<file path="src/rtl/axi_stream_packer.sv">
// rtl/axi_stream_packer.sv - packs a sparse-tkeep byte stream into full beats
// A 2*BW byte buffer absorbs one input beat while the low BW bytes are offered downstream.
module axi_stream_packer #(
    parameter int BW = 4
) (
    input  logic              clk,
    input  logic              rst,
    output logic              s_tready,
    input  logic              s_tvalid,
    input  logic [8*BW-1:0]   s_tdata,
    input  logic [BW-1:0]     s_tkeep,
    input  logic              s_tlast,
    input  logic              m_tready,
    output logic              m_tvalid,
    output logic [8*BW-1:0]   m_tdata,
    output logic [BW-1:0]     m_tkeep,
    output logic              m_tlast,
    output logic [15:0]       pkt_cnt
);
    localparam int CW = $clog2(2*BW+1);
    localparam logic [CW-1:0] BW_C = CW'(BW);

    logic [16*BW-1:0] buf_q, buf_d;
    logic [CW-1:0]    cnt_q, cnt_d;
    logic             last_pending_q, last_pending_d;
    logic [15:0]      pkt_cnt_q, pkt_cnt_d;
    logic             out_fire, in_fire;
    int               pos;

    assign m_tvalid = (cnt_q >= BW_C) || (last_pending_q && (cnt_q != '0));
    assign m_tlast  = last_pending_q && (cnt_q <= BW_C);
    assign s_tready = !last_pending_q && ((cnt_q < BW_C) || m_tready);
    assign pkt_cnt  = pkt_cnt_q;
    assign out_fire = m_tvalid && m_tready;
    assign in_fire  = s_tvalid && s_tready;

    always_comb begin
        m_tkeep = '0;
        m_tdata = '0;
        for (int i = 0; i < BW; i++) begin
            m_tkeep[i] = CW'(i) < cnt_q;
            m_tdata[8*i +: 8] = m_tkeep[i] ? buf_q[8*i +: 8] : 8'h00;
        end
    end

    always_comb begin
        buf_d          = buf_q;
        cnt_d          = cnt_q;
        last_pending_d = last_pending_q;
        pkt_cnt_d      = pkt_cnt_q;
        if (out_fire) begin
            if (m_tlast) begin
                buf_d          = '0;
                cnt_d          = '0;
                last_pending_d = 1'b0;
                pkt_cnt_d      = pkt_cnt_q + 16'd1;
            end else begin
                buf_d = buf_q >> (8*BW);
                cnt_d = cnt_q - BW_C;
            end
        end else if (last_pending_q && (cnt_q == '0)) begin
            // empty packet: nothing to emit, so the terminator is simply dropped
            last_pending_d = 1'b0;
        end
        pos = int'(cnt_d);
        if (in_fire) begin
            for (int i = 0; i < BW; i++) begin
                if (s_tkeep[i]) begin
                    if (pos < 2*BW) begin
                        buf_d[8*pos +: 8] = s_tdata[8*i +: 8];
                    end
                    pos = pos + 1;
                end
            end
            cnt_d = CW'(pos);
            if (s_tlast) begin
                last_pending_d = 1'b1;
            end
        end
    end

    always_ff @(posedge clk or posedge rst) begin
        if (rst) begin
            buf_q          <= '0;
            cnt_q          <= '0;
            last_pending_q <= 1'b0;
            pkt_cnt_q      <= '0;
        end else begin
            buf_q          <= buf_d;
            cnt_q          <= cnt_d;
            last_pending_q <= last_pending_d;
            pkt_cnt_q      <= pkt_cnt_d;
        end
    end
endmodule

</file>
<file path="config.mk">
export PLATFORM = sky130hd
export DESIGN_NAME = axi_stream_packer
export DESIGN_NICKNAME = d
export VERILOG_FILES = /design/src/rtl/axi_stream_packer.sv
export SDC_FILE = /design/constraint.sdc
export NUM_CORES = 1
export LEC_CHECK = 0
export ABC_AREA = 1
export CORE_MARGIN = 2
export CORE_UTILIZATION = 30
export CTS_BUF_LIST = sky130_fd_sc_hd__clkbuf_8
export CTS_CLUSTER_DIAMETER = 200
export DETAILED_ROUTE_END_ITERATION = 10
export DONT_BUFFER_PORTS = 1
export PLACE_DENSITY_LB_ADDON = 0.3
export SLEW_MARGIN = 10
export SYNTH_ARGS = -nofsm -noshare
export SYNTH_HDL_FRONTEND = slang
export SYNTH_SLANG_ARGS = --single-unit
</file>
<file path="constraint.sdc">
create_clock -name clk -period 11.55 [get_ports clk]
set_clock_uncertainty 0.05 [all_clocks]
set_input_delay 3.465 -clock clk [delete_from_list [all_inputs] [get_ports clk]]
set_output_delay 3.465 -clock clk [all_outputs]
set_load 0.01 [all_outputs]
</file>
**Yosys cells after proc, flatten, opt, wreduce, memory -nomap -nowiden**

Cells that the tools add are included.

- Output and inout port bits: 55
- Word-level logic and storage cells: 82
- Register bits: 85
- Input bits: 41

- Add/subtract/negate cells: 10
- Reductions and logical operators: 12
- $lt $le $gt $ge: 11
- Shift-type cells: 8
- Mux-type cells: 37

Operator list:

| kind | count |
|---|---|
| 64-bit two-way mux | 13 |
| 64-bit bitwise mux | 4 |
| 8-bit by 33-bit variable shift with 64-bit output, first input constant | 4 |
| 8-bit by 33-bit indexed part select with 64-bit output | 4 |
| 32-bit two-way mux | 6 |
| 32-bit negator with 33-bit output | 3 |
| 32-bit by 5-bit < comparator with 1-bit output, second input constant | 3 |
| 32-bit by 2-bit adder with 32-bit output, second input constant | 2 |
| 7-bit negator with 33-bit output | 1 |
| 8-bit two-way mux | 4 |
| 16-bit by 1-bit adder with 16-bit output, second input constant | 1 |
| 4-bit two-way mux | 4 |
| 1-bit by 4-bit < comparator with 1-bit output, first input constant | 2 |
| 2-bit by 4-bit < comparator with 1-bit output, first input constant | 2 |
| 1-bit logical AND | 6 |
| 4-bit by 1-bit adder with 5-bit output, second input constant | 1 |
| 1-bit two-way mux | 5 |
| 5-bit two-way mux | 1 |
| 4-bit by 2-bit adder with 4-bit output, second input constant | 1 |
| 4-bit by 3-bit >= comparator with 1-bit output, second input constant | 1 |
| 4-bit by 3-bit <= comparator with 1-bit output, second input constant | 1 |
| 4-bit logical NOT | 1 |
| 4-bit by 3-bit < comparator with 1-bit output, second input constant | 1 |
| 4-bit < comparator, second input constant | 1 |
| 5 further kinds | 6 |

**Depth between registers and ports, before layout**

- Word-level depth: 23
- Depth in mapped cells: 36
- Mapped depth without buffers: 34

**Worst setup path after synthesis**

OpenSTA, ideal clock, no wires.

- Kind: input port to flip-flop
- From: in m_tready
- To: reg buf_q[60]
- Slack: 3.829 ns
- Setup time: 0.117 ns
- Data required time: 11.383 ns
- Arrival time: 7.554 ns
- Buffers on the path: 3
- Cell stages on the path: 30
- Path through: nand3_4 nand2_2 clkbuf_1 ha_1 nand2_1 nand2_1 ha_1 nand2_1 nand2_1 ha_1 clkbuf_1 nor2_1 o21bai_1 ha_1 inv_1 nor2_2 nand2_2 nor2_1 ha_1 inv_1 nor2_1 nand2_1 inv_1 o211ai_4 nor2_4 nand2_2 buf_6 or2_0 nand3_1 nand2_1

- Word-level cells in the longest chain between the ends: 20
- Elaborated cells on any way between the ends: 47
- Those cells by class: add/sub (7); order compare (4); shift (8); mux (24); reduce/logical (4)

Ends and longest elaborated chain:

| what | RTL line | RTL |
|---|---|---|
| from (decl) | 13 | `input logic m_tready,` |
| parallel branches: the longest is 19 deep, another holds 32-bit negator with 33-bit output | n/a |  |
| 64-bit two-way mux * | 66 | `if (in_fire) begin` |
| via buf_d[60] | 23 | `logic [16*BW-1:0] buf_q, buf_d;` |
| to (signal assigned) | 89 | `buf_q <= buf_d;` |
| to (decl) | 23 |  |

Mark *: on every way through the listed nets, which the timed path passes. The select of a mux whose other input is x is not followed.
A chain may end at the register's enable or synchronous reset.

**Worst setup path in the final report**

- From: in m_tready
- To: reg buf_q[2]

The elaborated chain is that of the path after synthesis.

==> impl_metrics.csv <==
group,metric,value,unit
run_status,status,"finished clean",
drt,vias,10191,
drt,dr.first_iter.drc_count,1212,
cts,cts_max_level,3,
power_and_ir_drop,p_switching,1480,uW
grt,grt_max_degree,87,
grt,grt_pass1_vias,9502,
critical_path,cpMaxStageDelayCell,"ha_1",
timing,fin_ws,3.21,ns
drt,dr.pass1.iters,6,
critical_path,cp_slowest_stage_delay,1.17,ns
cts,cts.sinks,85,
critical_path,crit_end,"buf_q[2]$_DFF_PP0_",
logic_synthesis,synth-main-ff-cell,"dfrtp_1",
critical_path,cp.arrival,8.55,ns
timing,setup_tns,0,ns
grt,grt_use_total,24.5,%
cts,cts_resized,0,
power_and_ir_drop,powerDensity,257,nW/um^2
critical_path,regToRegEndpoint,"buf_q[2]$_DFF_PP0_",
timing,grt_setup_unrepaired,"no",
logic_synthesis,synth_edf_count,0,
cts,cts.path.max_buffers,2,
timing,report.final.slew_viol_count,0,
hold_path,hold_path.class,"reg2reg",
grt,grt_remaining_overflow,0,
critical_path,crit_path_cell_trace,"nand3_4 -> nand2_2 -> nand2_1 -> nand2_2 -> inv_1 -> ha_1 -> nand2_1 -> nand2_1 -> ha_1 -> nor2_1 -> o21bai_1 -> inv_1 -> ha_1 -> inv_1 -> nand4_1 -> nor2_2 -> inv_1 -> o21ai_0 -> o21ai_1 -> o21ai_0",
critical_path,cp.required,11.76,ns
timing,tightestPinTransition,1.31,ns
run,cap_violations,0,
critical_path,r2r-start,"cnt_q[2]$_DFF_PP0_",
die,die_h,177,um
logic_synthesis,syn_area_per_cell,5.81,um^2
timing,slew-limit-headroom,12.8,%
cts,clock_tree.root_cell,"clkbuf_8",
power_and_ir_drop,combinationalPowerShare,71.9,%
critical_path,critical_path_cell_count,20,
die,start_util,30.3,%
timing,max_freq,120,MHz
hold_path,hold_start,"buf_q[34]$_DFF_PP0_",
critical_path,critPathMostFrequentCell,"inv_1",
logic_synthesis,synth_warnings,0,
grt,grt_pass1_wl,57.8,mm
cts,clkSlewWorstSetupHoldPaths,0.11,ns
critical_path,worstSetupPathType,"in2reg",
power_and_ir_drop,netSwitchingFraction,61.2,%
timing,hold_ws,0.479,ns
placed_design,place_ws,2.92,ns
finish,utilization,31.9,%
critical_path,rr_worst_depth,25,
die,dieWidth,177,um
timing,finalSetupViolations,0,
critical_path,endpoint_kind,"flip-flop",
placed_design,dp_hpwl,29.3,mm
logic_synthesis,async_flop_share,100,%
power_and_ir_drop,seq_power_share,17.6,%
power_and_ir_drop,p_leak,0.00479,uW
finish,final_nets,1546,
cts,post-cts-setup-buffers,0,
drt,drc,0,
cts,cts_tree,"yes",
logic_synthesis,yosys_register_bits,85,
drt,wirelength,38.1,mm
cts,cts_buffers,9,
critical_path,critPathLaunch,"m_tready",
logic_synthesis,syn-cell-area,8960,um^2
power_and_ir_drop,ir_drop,0.0000941,V
grt,antenna_found_initial,0,
critical_path,crit_family,"adder cells",
logic_synthesis,ys_types,51,
power_and_ir_drop,p_int,939,uW
timing,period_needed,8.34,ns
drt,postRouteAntennaNets,0,
die,num_rows,63,
cts,insertion_delay,0.41,ns
power_and_ir_drop,pwr-share-clk,10.5,%
critical_path,startpoint_type,"input pin",
finish,drive_gt1_share,6.43,%
drt,via_per_inst,5.41,
drt,wl_per_cell,20.2,um
power_and_ir_drop,total_power,2420,uW
placed_design,io_buffers,0,
placed_design,place_congestion,1.01,
critical_path,path_buf_inv,4,
logic_synthesis,synth_seq_area_share,23.7,%
finish,diodes,0,
timing,post-route-period-util,72.2,%
finish,syn_to_final_growth,5.29,%
die,dieArea,31300,um^2
timing,final-hold-violation-count,0,
critical_path,cp_max_fo,38,
die,ios,96,
die,coreArea,29600,um^2
logic_synthesis,syn_inst,1541,
cts,cts-hold-fix-buffers,0,
critical_path,r2r_slack,4.74,ns
[state kept, by name, indices dropped and copies added, names as in the netlist]
signal          count
cnt_q               4
pkt_cnt            16
last_pending_q      1
buf_q              64
[worst register-to-register path: stages, from the launching register on]
cell and delay [ns]:
dfrtp_1 0.42, inv_1 0.13, ha_1 0.56, nand2_2 0.21, nand2_2 0.16, nand2_4 0.09, nand3_4 0.18, nand2_2 0.22
nand2_1 0.18, nand2_2 0.20, inv_1 0.37, ha_1 0.40, nand2_1 0.12, nand2_1 0.16, ha_1 0.46, nor2_1 0.14
o21bai_1 0.18, inv_1 0.10, ha_1 1.17, inv_1 0.18, nand4_1 0.17, nor2_2 0.10, inv_1 0.21, o21ai_0 0.14
o21ai_1 0.24, o21ai_0 0.13
[how the worst min path moves through the flow]
stage	depth (start not counted)	slack, ns	endpoint
floorplan	2	0.43	buf_q[34]$_DFF_PP0_
global placement	2	0.44	buf_q[34]$_DFF_PP0_
detailed placement	2	0.45	buf_q[34]$_DFF_PP0_
CTS	2	0.48	buf_q[34]$_DFF_PP0_
global route	2	0.53	buf_q[34]$_DFF_PP0_
finish	2	0.48	buf_q[34]$_DFF_PP0_
[synthesized netlist by cell type, drive strengths merged (3+ instances only)]
cell / instances / area (um^2)
nand2: 466 / 1830
o21ai: 203 / 1020
nor2: 191 / 772
inv: 178 / 668
nand3: 140 / 758
dfrtp: 85 / 2130
clkbuf: 49 / 184
nand4: 44 / 275
a21oi: 33 / 180
nor3: 32 / 186
buf: 22 / 121
o211ai: 22 / 179
ha: 16 / 200
or2: 10 / 62.6
xnor2: 10 / 95.1
xor2: 9 / 78.8
o311ai: 6 / 52.6
o22ai: 5 / 31.3
nor4: 4 / 25.0
a31oi: 3 / 18.8
nand3b: 3 / 22.5
[stage by stage]
stage	cell area, um^2	instances
floorplan	8960	1542
global placement	9210	1868
detailed placement	9210	1868
CTS	9430	1884
global route	9430	1884
finish	9430	1884
[power by group through the flow]
| stage | registers, uW | clock network (uW) | logic (uW) |
|---|---|---|---|
| floorplan | 418 | 0 | 1250 |
| global placement | 432 | 0 | 1700 |
| detailed placement | 433 | 0 | 1700 |
| CTS | 427 | 259 | 1710 |
| global route | 435 | 272 | 1920 |
| finish | 426 | 255 | 1740 |
[cell type report]
cell class	count	area, um^2
Timing Repair Buffer	7	52.6
Fill cell	3424	20100
Tap cell	390	488
Inverter	179	674
Multi-Input combinational cell	1207	5870
Clock buffer	9	124
Clock inverter	7	98.8
Sequential cell	85	2130
[layout by cell type (no fill, tap or decap), types with 22 or more instances in the layout]
master	instances
nand2_2	22
nand3_1	130
nor3_1	28
a21oi_1	31
nor2_1	177
o21ai_0	191
nand4_1	44
inv_1	171
dfrtp_1	85
nand2_1	440
[kinds of logic (layout without fill, tap and decap cells)]
| kind of cell | after synthesis | count (layout) | share of synthesized area [%] |
|---|---|---|---|
| flip-flops | 85 | 85 | 23.7 |
| multiplexers | 1 | 1 | 0.126 |
| adder cells (fa/ha/maj) | 16 | 16 | 2.23 |
| other | 1 | 2 | 0.0419 |
| buffers and inverters | 250 | 202 | 10.9 |
| AND/OR/NAND/NOR | 894 | 894 | 44.2 |
| AO/OA/AOI/OAI | 275 | 275 | 16.8 |
| XOR/XNOR | 19 | 19 | 1.94 |
[metal layers]
metal	up-vias	track usage (%)	share of wire, %
met4	0	11.4	4.8
met3	84	3.69	7.6
met5	-	0	0
met1	4750	32.9	44
li1	4902	-	-
met2	455	38.6	44
Note: power is estimated with default switching activity, not from simulation.
